--- src/rtl/cnn_layer_accel_pkg.sv ---
// Shared types and constants for the CE weight-table sequencing logic.
package cnn_layer_accel_pkg;
  typedef enum logic [1:0] {IDLE, CFG, EXEC, DRAIN} wht_seq_state_t;
  localparam int KERNEL_SLOTS = 9;
  localparam logic [3:0] DUMMY_WHT_SLOT = 4'd9;
endpackage

--- src/rtl/cnn_layer_accel_wht_cfg_loader.sv ---
// CFG-phase weight stream loader: slot/bubble/kernel counting and the
// registered table write port.
module cnn_layer_accel_wht_cfg_loader
  import cnn_layer_accel_pkg::*;
#(
  parameter int C_KERNEL_SIZE = KERNEL_SLOTS
) (
  input  logic        clk,
  input  logic        rst,
  input  logic        i_active,
  input  logic [5:0]  i_kernel_last,
  input  logic        i_valid,
  input  logic [15:0] i_data,
  output logic        o_ready,
  output logic        o_wren,
  output logic [15:0] o_data,
  output logic        o_cfg_done
);
  logic [3:0]  r_slot;
  logic        r_bubble;
  logic [5:0]  r_kern;
  logic        r_wren;
  logic [15:0] r_data;
  logic        w_accept;

  assign o_ready    = i_active & ~r_bubble;
  assign w_accept   = o_ready & i_valid;
  assign o_cfg_done = i_active & r_bubble & (r_kern == i_kernel_last);
  assign o_wren     = r_wren;
  assign o_data     = r_data;

  // The bubble after each 9th write lines up with the table's count==9 wrap.
  always_ff @(posedge clk) begin
    if (rst || !i_active) begin
      r_slot   <= '0;
      r_bubble <= 1'b0;
      r_kern   <= '0;
    end else if (r_bubble) begin
      r_bubble <= 1'b0;
      r_kern   <= r_kern + 6'd1;
    end else if (w_accept) begin
      if (r_slot == 4'(C_KERNEL_SIZE - 1)) begin
        r_slot   <= '0;
        r_bubble <= 1'b1;
      end else begin
        r_slot <= r_slot + 4'd1;
      end
    end
  end

  always_ff @(posedge clk) begin
    if (rst) begin
      r_wren <= 1'b0;
      r_data <= '0;
    end else begin
      r_wren <= w_accept;
      if (w_accept) r_data <= i_data;
    end
  end
endmodule

--- src/rtl/cnn_layer_accel_wht_seq_ctrl.sv ---
// Job-level weight-table sequencer: kernel load in CFG, paired weight-address
// issue in EXEC, then a fixed drain before job_done.
module cnn_layer_accel_wht_seq_ctrl
  import cnn_layer_accel_pkg::*;
#(
  parameter int C_KERNEL_SIZE    = KERNEL_SLOTS,
  parameter int C_CYCLES_PER_PIX = 5,
  parameter int C_DRAIN_CYCLES   = 6
) (
  input  logic        clk,
  input  logic        rst,
  input  logic        job_start,
  input  logic [15:0] job_kernel_last,
  input  logic [15:0] job_pix_count,
  input  logic [2:0]  job_stride,
  input  logic        wht_in_valid,
  input  logic [15:0] wht_in_data,
  output logic        wht_in_ready,
  input  logic        ce_stall,
  output logic        config_mode,
  output logic        job_accept,
  output logic        kernel_config_valid,
  output logic [15:0] kernel_full_count,
  output logic        wht_config_wren,
  output logic [15:0] wht_config_data,
  output logic [3:0]  wht_seq_addr0,
  output logic [3:0]  wht_seq_addr1,
  output logic        ce_execute,
  output logic [2:0]  ce_cycle_counter,
  output logic [2:0]  output_stride,
  output logic        next_kernel,
  output logic        job_done
);
  wht_seq_state_t r_state, w_state_nxt;

  logic [15:0] r_kfull, r_pix_last, r_pix;
  logic [2:0]  r_stride, r_c, r_drain, r_cc;
  logic [5:0]  r_kern;
  logic [3:0]  r_addr0, r_addr1;
  logic        r_exec, r_nk_p0, r_nk_p1, r_done;
  logic        w_accept, w_cfg_done, w_issue, w_pix_end, w_kern_end, w_job_end, w_drain_end;
  logic [3:0]  w_odd_slot;

  cnn_layer_accel_wht_cfg_loader #(.C_KERNEL_SIZE(C_KERNEL_SIZE)) u_loader (
    .clk           (clk),
    .rst           (rst),
    .i_active      (r_state == CFG),
    .i_kernel_last (r_kfull[5:0]),
    .i_valid       (wht_in_valid),
    .i_data        (wht_in_data),
    .o_ready       (wht_in_ready),
    .o_wren        (wht_config_wren),
    .o_data        (wht_config_data),
    .o_cfg_done    (w_cfg_done)
  );

  assign w_issue     = (r_state == EXEC) & ~ce_stall;
  assign w_pix_end   = w_issue & (r_c == 3'(C_CYCLES_PER_PIX - 1));
  assign w_kern_end  = w_pix_end & (r_pix == r_pix_last);
  assign w_job_end   = w_kern_end & (r_kern == r_kfull[5:0]);
  assign w_drain_end = (r_state == DRAIN) & (r_drain == 3'(C_DRAIN_CYCLES - 1));
  assign w_odd_slot  = {r_c, 1'b1};

  always_ff @(posedge clk) begin
    if (rst) r_state <= IDLE;
    else     r_state <= w_state_nxt;
  end

  always_comb begin
    w_state_nxt = r_state;
    w_accept    = 1'b0;
    config_mode = 1'b0;
    case (r_state)
      IDLE: begin
        w_accept = job_start;
        if (job_start) w_state_nxt = CFG;
      end
      CFG: begin
        config_mode = 1'b1;
        if (w_cfg_done) w_state_nxt = EXEC;
      end
      EXEC:    if (w_job_end) w_state_nxt = DRAIN;
      DRAIN:   if (w_drain_end) w_state_nxt = IDLE;
      default: w_state_nxt = IDLE;
    endcase
  end

  assign job_accept          = w_accept;
  assign kernel_config_valid = w_accept;

  always_ff @(posedge clk) begin
    if (rst) begin
      r_kfull    <= '0;
      r_stride   <= '0;
      r_pix_last <= '0;
    end else if (w_accept) begin
      r_kfull    <= job_kernel_last;
      r_stride   <= job_stride;
      r_pix_last <= (job_pix_count == 16'd0) ? 16'd0 : job_pix_count - 16'd1;
    end
  end

  // Issue counters restart at zero on every EXEC entry; a stall freezes them.
  always_ff @(posedge clk) begin
    if (rst || r_state != EXEC) begin
      r_c    <= '0;
      r_pix  <= '0;
      r_kern <= '0;
    end else if (w_issue) begin
      if (w_pix_end) begin
        r_c <= '0;
        if (w_kern_end) begin
          r_pix  <= '0;
          r_kern <= r_kern + 6'd1;
        end else begin
          r_pix <= r_pix + 16'd1;
        end
      end else begin
        r_c <= r_c + 3'd1;
      end
    end
  end

  always_ff @(posedge clk) begin
    if (rst) begin
      r_exec  <= 1'b0;
      r_cc    <= '0;
      r_addr0 <= '0;
      r_addr1 <= '0;
      r_nk_p0 <= 1'b0;
      r_nk_p1 <= 1'b0;
      r_done  <= 1'b0;
      r_drain <= '0;
    end else begin
      r_exec  <= w_issue;
      r_nk_p0 <= w_kern_end & ~w_job_end;
      r_nk_p1 <= r_nk_p0;
      r_done  <= w_drain_end;
      r_drain <= (r_state == DRAIN) ? r_drain + 3'd1 : 3'd0;
      if (w_issue) begin
        r_cc    <= r_c;
        r_addr0 <= {r_c, 1'b0};
        r_addr1 <= (w_odd_slot >= 4'(C_KERNEL_SIZE)) ? DUMMY_WHT_SLOT : w_odd_slot;
      end
    end
  end

  assign kernel_full_count = r_kfull;
  assign output_stride     = r_stride;
  assign ce_execute        = r_exec;
  assign ce_cycle_counter  = r_cc;
  assign wht_seq_addr0     = r_addr0;
  assign wht_seq_addr1     = r_addr1;
  assign next_kernel       = r_nk_p1;
  assign job_done          = r_done;
endmodule

--- config.mk ---
export PLATFORM = sky130hd
export DESIGN_NAME = cnn_layer_accel_wht_seq_ctrl
export DESIGN_NICKNAME = d
export VERILOG_FILES = /design/src/rtl/cnn_layer_accel_pkg.sv /design/src/rtl/cnn_layer_accel_wht_cfg_loader.sv /design/src/rtl/cnn_layer_accel_wht_seq_ctrl.sv
export SDC_FILE = /design/constraint.sdc
export NUM_CORES = 1
export LEC_CHECK = 0
export BUFFER_PORTS_ARGS = -buffer_cell sky130_fd_sc_hd__buf_2
export CORE_UTILIZATION = 42
export DETAILED_ROUTE_END_ITERATION = 8
export PLACE_DENSITY = 0.69
export SLEW_MARGIN = 10
export SYNTH_ARGS = -nofsm -noshare
export SYNTH_HDL_FRONTEND = slang
export SYNTH_SLANG_ARGS = --single-unit
--- constraint.sdc ---
create_clock -name clk -period 3.1 [get_ports clk]
set_input_delay 0.31 -clock clk [delete_from_list [all_inputs] [get_ports clk]]
set_output_delay 0.31 -clock clk [all_outputs]
set_load 0.02 [all_outputs]
---- Word-level counts from Yosys, hierarchy flattened ----
Cells that the tools add are included.
storage, ports and cells
  bits in registers ....................... 104
  input bits .............................. 56
  output and inout port bits .............. 54
  logic and storage cells ................. 80
cells by class
  add/sub/neg operators ................... 7
  magnitude comparators ................... 1
  equal/unequal tests ..................... 14
  multiplexer cells ....................... 13
  bitwise gates (word level) .............. 15
  reductions and logical operators ........ 11
operators by type and width
  cell                                                                   count
  16-bit 2-to-1 mux                                                      2
  16-bit by 1-bit adder with 16-bit output (second input constant)       1
  16-bit equality test                                                   1
  16-bit logical NOT                                                     1
  16-bit by 1-bit subtractor with 16-bit output (second input constant)  1
  6-bit by 1-bit adder with 6-bit output (second input constant)         2
  6-bit equality test                                                    2
  1-bit AND                                                              10
  2-bit inequality test (second input constant)                          5
  2-bit 2-to-1 mux                                                       4
  4-bit 2-to-1 mux                                                       2
  2-bit case mux with 4 select lines                                     1
  3-bit by 1-bit adder with 3-bit output (second input constant)         2
  3-bit equality test (second input constant)                            2
  1-bit NOT                                                              5
  4-bit by 1-bit adder with 4-bit output (second input constant)         1
  2-bit equality test (second input constant)                            2
  4-bit equality test (second input constant)                            1
  4-bit greater-or-equal comparator (second input constant)              1
  2-bit AND reduction                                                    2
  4-bit AND reduction                                                    1
  1-bit 2-to-1 mux                                                       3
  3-bit 2-to-1 mux                                                       1
  3-bit AND reduction                                                    1
  other kinds (6)                                                        7

---- Logic depth before layout (Yosys ltp) ----
Gate-level depths: netlist of the first run.
  depth after elaboration ................. 7
  gate-level depth with buffers ........... 10
  mapped depth without buffers ............ 8

---- Modules after synthesis ----
Synthesis of the first run repeated with hierarchy kept, for this count alone.
second synthesis, totals
  cells, all modules ...................... 567
  area total of the unflattened synthesis .. 4689.5 um^2
by module, submodules not included
  module                          times used  cells each  area each (um^2)  seq. area each (um^2)
  cnn_layer_accel_wht_seq_ctrl    1           429         3538.4            1521.5
  cnn_layer_accel_wht_cfg_loader  1           138         1151.1            560.5

---- Worst setup path before layout of the first run ----
OpenSTA, ideal clock, no wires.
  path type ............................... register to register
  start ................................... register r_state[0]
  end ..................................... register r_state[0]
  library setup time ...................... 79 ps
  arrival ................................. 1979 ps
  data required time ...................... 3021 ps
  setup slack ............................. 1041 ps
  cell stages (with the launch flop) ...... 10
  path buffers ............................ 1
  clock period less this slack ............ 2059 ps
  path through ............................ dfxtp_1 inv_1 ha_1 and4b_1 buf_2 nand4b_1 nor3_2 a21boi_1 a2111o_1 a211oi_2
on the way
  word-level cells in the longest chain between the ends .. 7
  elaborated cells between the ends (all ways) .. 17
  those cells by class .................... eq/ne: 7; mux: 1; bitwise: 7; reduce/logical: 2
RTL lines
  what                             line                                                                    RTL
  from (decl)                      cnn_layer_accel_wht_seq_ctrl.sv:34                                      wht_seq_state_t r_state, w_state_nxt;
  from (signal assigned)           cnn_layer_accel_wht_seq_ctrl.sv:66                                      else r_state <= w_state_nxt;
  2-bit equality test              cnn_layer_accel_wht_seq_ctrl.sv:57, cnn_layer_accel_wht_seq_ctrl.sv:73
  1-bit AND                        cnn_layer_accel_wht_seq_ctrl.sv:57                                      assign w_issue = (r_state == EXEC) & ~ce_stall;
  1-bit AND                        cnn_layer_accel_wht_seq_ctrl.sv:58                                      assign w_pix_end = w_issue & (r_c == 3'(C_CYCLES_PER_PIX - 1));
  1-bit AND                        cnn_layer_accel_wht_seq_ctrl.sv:59                                      assign w_kern_end = w_pix_end & (r_pix == r_pix_last);
  1-bit AND                        cnn_layer_accel_wht_seq_ctrl.sv:60                                      assign w_job_end = w_kern_end & (r_kern == r_kfull[5:0]);
  2-bit inequality test (no line)  -
  4-bit AND reduction (no line)    -
Parallel ways exist; a longest one is shown, timed or not.
A chain may end at the register's enable or synchronous reset.

---- Worst setup path after layout of the first run ----
  start ................................... register r_state[0]
  end ..................................... register r_pix[6]
on the way
  word-level cells in the longest chain between the ends .. 5
  elaborated cells between the ends (all ways) .. 8
  those cells by class .................... eq/ne: 2; mux: 1; bitwise: 3; reduce/logical: 2
RTL lines
  what                  line                                 RTL
  2-bit equality test   cnn_layer_accel_wht_seq_ctrl.sv:57
  1-bit AND             cnn_layer_accel_wht_seq_ctrl.sv:57
  1-bit AND             cnn_layer_accel_wht_seq_ctrl.sv:58
  1-bit AND             cnn_layer_accel_wht_seq_ctrl.sv:59
  16-bit 2-to-1 mux     cnn_layer_accel_wht_seq_ctrl.sv:112  if (w_kern_end) begin
  to (signal assigned)  cnn_layer_accel_wht_seq_ctrl.sv:116  r_pix <= r_pix + 16'd1;
  to (decl)             cnn_layer_accel_wht_seq_ctrl.sv:36   logic [15:0] r_kfull, r_pix_last, r_pix;
Parallel ways exist; a longest one is shown, timed or not.

==> results of run 1 <==
==> sequential cells by signal, indices dropped and copies added, names as in the netlist, 2 cells and up <==
signal and cells:
r_c 3, ce_cycle_counter 3, r_kern 6, r_drain 3, kernel_full_count 16, r_state 2
output_stride 3, wht_seq_addr1 4, u_loader.r_slot 4, u_loader.r_kern 6, r_pix 16, r_pix_last 16
u_loader.o_data 16
==> report_power, final <==
| part | switching (uW) | total [uW] | internal (uW) |
|---|---|---|---|
| Combinational | 611 | 951 | 340 |
| Sequential | 94.8 | 1560 | 1460 |
| Clock | 484 | 892 | 408 |
==> cell usage in the layout, fill, tap and decap left out, drive strengths merged, types with 2 or more instances in the layout <==
master / count
a22oi: 18
nor4: 5
nand2b: 7
ha: 15
mux2i: 2
and4b: 2
nand4: 12
buf: 111
nand4b: 2
clkbuf: 10
dfxtp: 104
nor3: 12
nand3: 15
xnor2: 28
nor2b: 4
and2: 2
inv: 16
nor2: 69
xor2: 35
clkinv: 3
or4: 4
nand3b: 4
a21oi: 52
or3: 3
nand2: 106
o21ai: 7
==> metal layers <==
layer	up-vias	track usage [%]	part of all wire [%]
li1	2050	-	-
met1	1846	23.38	46
met2	99	29.85	46
met3	22	4.843	5.0
met4	0	8.904	2.7
met5	-	0	0
==> cells in the mapped netlist, types with 3 or more instances <==
| cell type | count | area [sq um] |
|---|---|---|
| nand3_1 | 15 | 75.07 |
| nor2b_1 | 4 | 25.02 |
| nor4_1 | 4 | 25.02 |
| buf_4 | 5 | 37.54 |
| inv_1 | 14 | 52.55 |
| o21ai_0 | 6 | 30.03 |
| clkbuf_1 | 21 | 78.83 |
| dfxtp_1 | 104 | 2082 |
| nor2_1 | 69 | 259.0 |
| nand3b_1 | 4 | 30.03 |
| nand4_1 | 12 | 75.07 |
| or4_1 | 3 | 22.52 |
| nand2_1 | 105 | 394.1 |
| nor3_1 | 10 | 50.05 |
| or3_1 | 3 | 18.77 |
| nand2b_1 | 7 | 43.79 |
| xnor2_1 | 28 | 245.2 |
| a21oi_1 | 52 | 260.3 |
| xor2_1 | 34 | 297.8 |
| ha_1 | 15 | 187.7 |
| a22oi_1 | 18 | 135.1 |
==> stage by stage <==
step                hold slack, ns  worst slack, ns
floorplan                   0.3824            1.041
global placement            0.4248           0.8472
detailed placement          0.4273           0.6825
CTS                         0.1267           0.6493
global route                0.1324           0.4095
finish                      0.1513           0.6830
==> logic make-up after synthesis <==
group	after synthesis
other	1
adder cells (fa/ha/maj)	15
flip-flops	104
buffers and inverters	42
multiplexers	2
XOR/XNOR	63
AND/OR/NAND/NOR	251
AO/OA/AOI/OAI	83
==> worst max path at each step <==
stage | cells past startpoint | slack, ns | end | from
after floorplan | 9 | 1.04 | r_state[0]$_SDFFE_PP0P_ | r_state[0]$_SDFFE_PP0P_
after global placement | 8 | 0.85 | r_pix[12]$_SDFFE_PP0P_ | r_state[0]$_SDFFE_PP0P_
after detailed placement | 8 | 0.68 | r_pix[6]$_SDFFE_PP0P_ | r_state[0]$_SDFFE_PP0P_
after CTS | 8 | 0.65 | r_pix[6]$_SDFFE_PP0P_ | r_state[0]$_SDFFE_PP0P_
after global routing | 8 | 0.41 | r_pix[6]$_SDFFE_PP0P_ | r_state[0]$_SDFFE_PP0P_
final | 8 | 0.68 | r_pix[6]$_SDFFE_PP0P_ | r_state[0]$_SDFFE_PP0P_
==> tightest hold or removal path, delay by kind of cell <==
family,cells,cell delay (ns)
AO/OA/AOI/OAI,1,0.05
AND/OR/NAND/NOR,1,0.04
buffers and inverters,1,0.09
==> layout make-up <==
cell class                      count  share of cell area [%]
Clock buffer                       10                   2.502
Clock inverter                      6                   1.388
Inverter                           14                  0.9554
Multi-Input combinational cell    415                   43.88
Sequential cell                   104                   37.85
Tap cell                          140                   3.185
Timing Repair Buffer              111                   10.24
==> impl_metrics.env, run 1 <==
export IMPL_syn2layout_area_growth_pct=17.67
export IMPL_antenna_found_initial=0
export IMPL_holdBufCountCts=0
export IMPL_min_to="u_loader.o_data[13]$_SDFFE_PP0P_"
export IMPL_drv_slew=0
export IMPL_die_width_um=107.5
export IMPL_layout_min_cycle_time_ns=2.417
export IMPL_worstRegToRegCells=8
export IMPL_rsz0062_at_grt="no"
export IMPL_synth_edf_count=0
export IMPL_synth_area_sq_um=4674
export IMPL_synth_xor_area_share_pct=11.96
export IMPL_cts_resized=0
export IMPL_regArea_sq_um=2082
export IMPL_clkLatencyLatePin_ns=0.38
export IMPL_skew_ns=0.01292
export IMPL_hold_violations=0
export IMPL_start_util_pct=43.12
export IMPL_required_ns=3.35
export IMPL_place_hpwl_um=7798
export IMPL_holdCritStartpoint="wht_in_data[13]"
export IMPL_path_max_fanout=14
export IMPL_synth_compound_area_share_pct=10.36
export IMPL_cts_tree="done"
export IMPL_utilization_pct=50.74
export IMPL_fillers=1048
export IMPL_io_pins=110
export IMPL_drv_cap=0
export IMPL_holdPathStages=3
export IMPL_port_buffers=108
export IMPL_dominantRegCellSynth="dfxtp_1"
export IMPL_outcome="finished, violations left"
export IMPL_layout_drive_gt1_share_pct=20.61
export IMPL_worst_setup_path_start_kind="flop"
export IMPL_die_area_sq_um=11560
export IMPL_power_density_nw_per_um2=617.9
export IMPL_synth_top_family_by_area="simple AND/OR/NAND/NOR gates"
export IMPL_gp_congestion=0.8328
export IMPL_finalNetCount=726
export IMPL_clk_pin_slew_worst_paths_ns=0.10
export IMPL_final_setup_tns_ns=0
export IMPL_ys_warn_count=0
export IMPL_synthDistinctLibCells=44
export IMPL_cts_path_max_buffers=2
export IMPL_placed_cell_area_sq_um=5286
export IMPL_reg2reg_to="r_pix[6]$_SDFFE_PP0P_"
export IMPL_crit_chain="inv_1 > ha_1 > and4b_1 > nand4_1 > nor3_1 > nand2_2 > nand2b_1 > nor2_1"
export IMPL_r2r_setup_slack_ns=0.68
export IMPL_yosys_area_share_simple_pct=24.79
export IMPL_p_total_uw=3399
export IMPL_critPathTopFamily="simple AND/OR/NAND/NOR gates"
export IMPL_power_leakage_uw=0.002272
export IMPL_endpoint_kind="flop"
export IMPL_via_per_inst=5.021
export IMPL_ir_drop_uv=422.5
export IMPL_cts_root_buffer="clkbuf_8"
export IMPL_grt_max_degree=67
export IMPL_h_tree_depth=3
export IMPL_critPathBufInv=1
export IMPL_syn_inst=561
export IMPL_grt_pass1_wl_um=17030
export IMPL_clock_sinks=104
export IMPL_synthMuxAreaShare_pct=0.4283
export IMPL_synthArstFlopShare_pct=0
export IMPL_cts_setup_buffers=0
export IMPL_first_global_vias=3699
export IMPL_ys_seq_area_share_pct=44.54
export IMPL_routed_wl_um=10320
export IMPL_cts_buffers=9
export IMPL_finalInstanceArea_sq_um=5500
export IMPL_core_region_area_sq_um=10840
export IMPL_multi_input_area_sq_um=2414
export IMPL_die_h_um=107.5
export IMPL_first_iter_violations=163
export IMPL_fin_crit_sh_pct=77.97
export IMPL_violations="design-rule violations"
export IMPL_layout_cells_non_filler=800
export IMPL_worstPathArrival_ns=2.67
export IMPL_n_antenna_cell=0
export IMPL_drc_errors=2
export IMPL_critPathKind="reg -> reg"
export IMPL_worst_pin_slew_ns=0.9833
export IMPL_hold_path_class="in -> reg"
export IMPL_max_freq_ghz=0.4137
export IMPL_firstDrtPassIters=6
export IMPL_cpPeakStageDelay_ns=0.42
export IMPL_gr_usage_all_layers_pct=18.69
export IMPL_dp_cells=784
export IMPL_syn_avg_cell_area_sq_um=8.332
export IMPL_antenna_left=0
export IMPL_num_rows=38
export IMPL_relSlewSlack_pct=34.21
export IMPL_wl_per_cell_um=12.90
export IMPL_synth_fa_ha_area_share_pct=4.015
export IMPL_slowest_stage="nand2b_1"
export IMPL_setup_violations=0
export IMPL_via_count=4017
export IMPL_ys_ff_latch=104
export IMPL_syn_num_nets=632
export IMPL_r2r_start="r_state[0]$_SDFFE_PP0P_"
export IMPL_grt_ovfl_total=0
No activity file was read; power rests on OpenSTA's default activity.
==> run 2: changes to the inputs <==
Clock period 3.1 ns to 2.47 ns, I/O delays scaled along.
==> run 2 against run 1 <==
  * The run still ends with design-rule violations left
  * First-iteration DRC count is 35% higher
  * Sequential share of layout area is 0.17 points lower
  * Clock-buffer cell count is 1 higher
  * Critical path type unchanged
==> impl_metrics.env, run 2 (synthesis gave the netlist of run 1 again) <==
export IMPL_holdBufCountCts=0
export IMPL_first_global_vias=3797
export IMPL_drv_slew=0
export IMPL_h_tree_depth=3
export IMPL_die_width_um=107.5
export IMPL_worstPathArrival_ns=2.55
export IMPL_firstDrtPassIters=6
export IMPL_utilization_pct=50.97
export IMPL_violations="design-rule violations"
export IMPL_antenna_left=0
export IMPL_worst_pin_slew_ns=0.9579
export IMPL_clk_pin_slew_worst_paths_ns=0.10
export IMPL_finalNetCount=732
export IMPL_die_h_um=107.5
export IMPL_cts_root_buffer="clkbuf_8"
export IMPL_gr_usage_all_layers_pct=19.11
export IMPL_rsz0062_at_grt="no"
export IMPL_start_util_pct=43.12
export IMPL_outcome="finished, violations left"
export IMPL_p_int_uw=2748
export IMPL_wl_per_cell_um=12.89
export IMPL_clkLatencyLatePin_ns=0.37
export IMPL_first_iter_violations=220
export IMPL_seqPwrFrac_pct=46.4
export IMPL_power_density_nw_per_um2=761.0
export IMPL_clkPwrFrac_pct=24.3
export IMPL_r2r_setup_slack_ns=0.21
export IMPL_worst_setup_path_start_kind="flop"
export IMPL_p_switching_uw=1457
export IMPL_cts_path_max_buffers=2
export IMPL_hold_path_class="in -> reg"
export IMPL_drv_cap=0
export IMPL_drc_errors=2
export IMPL_setup_violations=0
export IMPL_gp_congestion=0.9369
export IMPL_port_buffers=108
export IMPL_power_leakage_uw=0.002274
export IMPL_p_sw_share_pct=34.66
export IMPL_num_rows=38
export IMPL_cts_tree="done"
export IMPL_grt_pass1_wl_um=17570
export IMPL_final_common_cell="buf_2"
export IMPL_endpoint_kind="flop"
export IMPL_routed_wl_um=10380
export IMPL_via_per_inst=4.963
export IMPL_skew_ns=0.01602
export IMPL_clock_sinks=104
export IMPL_relSlewSlack_pct=35.90
export IMPL_required_ns=2.77
export IMPL_cts_buffers=9
export IMPL_core_region_area_sq_um=10840
export IMPL_layout_min_cycle_time_ns=2.258
export IMPL_hold_violations=0
export IMPL_ir_drop_uv=353.3
export IMPL_io_pins=110
export IMPL_grt_max_degree=35
export IMPL_fin_crit_sh_pct=91.42
export IMPL_p_comb_share_pct=29.3
export IMPL_die_area_sq_um=11560
export IMPL_n_antenna_cell=0
export IMPL_critPathKind="reg -> reg"
export IMPL_layout_drive_gt1_share_pct=21.50
export IMPL_max_freq_ghz=0.4428
export IMPL_grt_ovfl_total=0
export IMPL_place_hpwl_um=7983
export IMPL_final_setup_tns_ns=0
export IMPL_syn2layout_area_growth_pct=18.20
export IMPL_path_max_fanout=8
export IMPL_antenna_found_initial=0
export IMPL_via_count=3995
export IMPL_final_cell_mix="buf_2 (108), nand2_1 (104), dfxtp_1 (104), nor2_1 (69), a21oi_1 (52)"
## run 2: cell count changes in the layout (fill, tap and decap cells not counted), sizes merged
cell	change
clkinvlp	+2
clkbuf	+1
inv	-1
clkinv	-2
buf	+5
## run 2: power groups by stage
stage / logic, uW / clock network (uW) / registers (uW)
floorplan: 757 / 0 / 2080
global route: 1370 / 1140 / 1970
CTS: 1210 / 1060 / 1950
global placement: 1180 / 0 / 1980
detailed placement: 1210 / 0 / 1990
finish: 1230 / 1020 / 1950
## run 2: per-layer routing
metal / vias up / global-route usage [%] / wire length, um
met5: - / 0 / 0
met4: 0 / 7.926 / 224
met3: 18 / 4.056 / 428
met2: 93 / 31.09 / 4839
met1: 1823 / 24.46 / 4883
li1: 2061 / - / -
## run 2: worst paths after layout
kind,start,to,depth (start not counted)
setup / recovery,r_state[0]$_SDFFE_PP0P_,r_state[0]$_SDFFE_PP0P_,8
hold / removal,wht_in_data[9],u_loader.o_data[9]$_SDFFE_PP0P_,3
setup reg to reg,r_state[0]$_SDFFE_PP0P_,r_state[0]$_SDFFE_PP0P_,8
hold reg to reg,r_nk_p0$_SDFF_PP0_,next_kernel$_SDFF_PP0_,1
## run 2: per-stage QoR
| step | setup slack (ns) | power (uW) | hold WS, ns | area [sq um] | cells |
|---|---|---|---|---|---|
| final | 0.2118 | 4205 | 0.1095 | 5525 | 805 |
| after detailed placement | 0.1348 | 3197 | 0.4363 | 5324 | 789 |
| after floorplan | 0.4113 | 2835 | 0.3194 | 4674 | 561 |
| after global placement | 0.2908 | 3164 | 0.4322 | 5324 | 789 |
| after global routing | 0.01170 | 4478 | 0.08498 | 5525 | 805 |
| after CTS | 0.01683 | 4222 | 0.08741 | 5508 | 804 |
## run 2: timing repair
action / CTS / global route
endpoints found under the setup margin: 0 / 18
buffers inserted: 0 / 0
resized for setup: 0 / 4
## run 2: cell type report
class                           instances  area [sq um]
Sequential cell                       104          2082
Timing Repair Buffer                  116         600.6
Inverter                               14         56.30
Multi-Input combinational cell        415          2422
Clock inverter                          4         52.55
Clock buffer                           11         131.4
Tap cell                              140         175.2
Timing Repair inverter                  1         5.005
Fill cell                            1061          5315
## run 2: worst max-delay path, stage by stage, from the launching register on
cell	delay, ns
dfxtp_1	0.34
inv_1	0.11
ha_1	0.30
and4b_2	0.34
nand4b_1	0.14
nor3_2	0.21
a21boi_1	0.09
a2111o_1	0.43
a211oi_2	0.22
==> run 3: changes to the inputs <==
Clock period 2.47 ns to 2.12 ns, I/O delays scaled along.
==> run 3 against run 2 <==
  * The flow still finishes with violations (design-rule violations)
  * Routed wire length is 6.1% higher
  * Global-route usage is 0.61 points higher
  * Sequential cell count stayed put
  * Critical path depth is 2 higher
==> impl_metrics.env, run 3 (synthesis gave the netlist of run 1 again) <==
export IMPL_via_per_inst=5.017
export IMPL_wl_per_cell_um=13.39
export IMPL_hold_violations=0
export IMPL_antenna_left=0
export IMPL_required_ns=2.40
export IMPL_worst_slack_ns=0.09242
export IMPL_drc_errors=2
export IMPL_die_width_um=107.5
export IMPL_drv_slew=0
export IMPL_worstRegToRegCells=10
export IMPL_clkLatencyLatePin_ns=0.38
export IMPL_die_h_um=107.5
export IMPL_layout_drive_gt1_share_pct=25.22
export IMPL_core_region_area_sq_um=10840
export IMPL_gr_usage_all_layers_pct=19.72
export IMPL_port_buffers=108
export IMPL_via_count=4124
export IMPL_violations="design-rule violations"
export IMPL_gp_congestion=0.8735
export IMPL_max_freq_ghz=0.4932
export IMPL_antenna_found_initial=0
export IMPL_endpoint_kind="flop"
export IMPL_cts_root_buffer="clkbuf_8"
export IMPL_clock_sinks=104
export IMPL_power_leakage_uw=0.002382
export IMPL_relSlewSlack_pct=58.25
export IMPL_layout_cells_non_filler=822
export IMPL_cts_path_max_buffers=2
export IMPL_final_cell_mix="buf_2 (108), nand2_1 (104), dfxtp_1 (102), nor2_1 (67), a21oi_1 (52)"
export IMPL_critPathKind="reg -> reg"
export IMPL_n_antenna_cell=0
export IMPL_first_iter_violations=209
export IMPL_grt_pass1_wl_um=17900
export IMPL_dp_cells=800
export IMPL_h_tree_depth=3
export IMPL_path_max_fanout=2
export IMPL_p_total_uw=5200
export IMPL_finalNetCount=749
export IMPL_grt_max_degree=57
export IMPL_worst_pin_slew_ns=0.6256
export IMPL_syn2layout_area_growth_pct=22.67
export IMPL_final_common_cell="buf_2"
export IMPL_fin_crit_sh_pct=95.64
export IMPL_routed_wl_um=11010
export IMPL_worstPathArrival_ns=2.31
export IMPL_ir_drop_uv=510.7
export IMPL_clk_pin_slew_worst_paths_ns=0.10
export IMPL_cts_buffers=9
export IMPL_power_density_nw_per_um2=906.8
export IMPL_worst_setup_path_start_kind="flop"
export IMPL_rsz0062_at_grt="no"
export IMPL_r2r_setup_slack_ns=0.09
export IMPL_grt_ovfl_total=0
export IMPL_holdPathStages=3
export IMPL_start_util_pct=43.12
export IMPL_io_pins=110
export IMPL_cts_tree="done"
export IMPL_hold_path_class="in -> reg"
export IMPL_pre_cts_ws_ns=-0.03322
export IMPL_drv_cap=0
export IMPL_skew_ns=0.01072
export IMPL_firstDrtPassIters=7
export IMPL_fillers=1023
export IMPL_layout_min_cycle_time_ns=2.028
export IMPL_first_global_vias=3907
export IMPL_outcome="finished, violations left"
export IMPL_place_hpwl_um=8199
export IMPL_num_rows=38
export IMPL_setup_violations=0
export IMPL_die_area_sq_um=11560
[run 3: power by group]
| part | switching (uW) | internal, uW | total [uW] |
|---|---|---|---|
| clock network | 699 | 587 | 1290 |
| registers | 145 | 2140 | 2280 |
| logic | 978 | 654 | 1630 |
[run 3: final cells by class]
class / count / area (sq um) / area share (%)
clock buffers: 10 / 137.6 / 2.400
clock inverters: 5 / 63.81 / 1.113
inverters: 14 / 56.30 / 0.9819
multi-input cells: 415 / 2459 / 42.88
flip-flops and latches: 104 / 2085 / 36.35
well taps: 140 / 175.2 / 3.055
repair buffers: 133 / 753.2 / 13.14
repair inverters: 1 / 5.005 / 0.08728
[run 3: metrics by stage]
step,util (%),cell area (sq um),setup TNS [ns],hold WS (ns)
2_1_floorplan,-,4674,0,0.2844
3_3_place_gp,50.10,5431,0,0.4281
3_5_place_dp,50.10,5431,-0.03322,0.4437
4_1_cts,52.50,5692,0,0.03712
5_1_grt,52.90,5734,0,0.03809
6_report,52.90,5734,0,0.06161
[run 3: final timing paths]
| path | start | endpoint |
|---|---|---|
| worst min-delay path | job_kernel_last[1] | kernel_full_count[1]$_SDFFE_PP0P_ |
| worst min register to register | u_loader.o_data[4]$_SDFFE_PP0P_ | u_loader.o_data[4]$_SDFFE_PP0P_ |
| worst max-delay path | r_pix_last[13]$_SDFFE_PP0P_ | r_kern[2]$_SDFFE_PP0P_ |
| worst max register to register | r_pix_last[13]$_SDFFE_PP0P_ | r_kern[2]$_SDFFE_PP0P_ |
[run 3: per-layer routing]
layer / up-vias / part of all wire, % / GRT usage, %
met3: 14 / 4.4 / 3.874
met5: - / 0 / 0
li1: 2098 / - / -
met4: 0 / 1.7 / 8.806
met2: 95 / 49 / 32.92
met1: 1917 / 45 / 24.49
[run 3: critical path, cell delays in order (launching register included)]
cell and delay (ns):
dfxtp_2 0.35, xor2_2 0.17, or4_4 0.56, nor3b_4 0.20
buf_4 0.13, buf_4 0.09, buf_4 0.09, buf_4 0.09
nand3_1 0.08, xor2_1 0.14, nor2_1 0.05
[run 3: what timing repair did]
| item | 4_1_cts | 5_1_grt |
|---|---|---|
| setup endpoints to repair | 3 | 19 |
| endpoints found under the hold margin | 0 | 0 |
| pin swaps | 2 | 3 |
| resized for setup | 3 | 13 |
| buffers inserted | 6 | 0 |
| cloned | 1 | 0 |
| hold buffers | 0 | 0 |
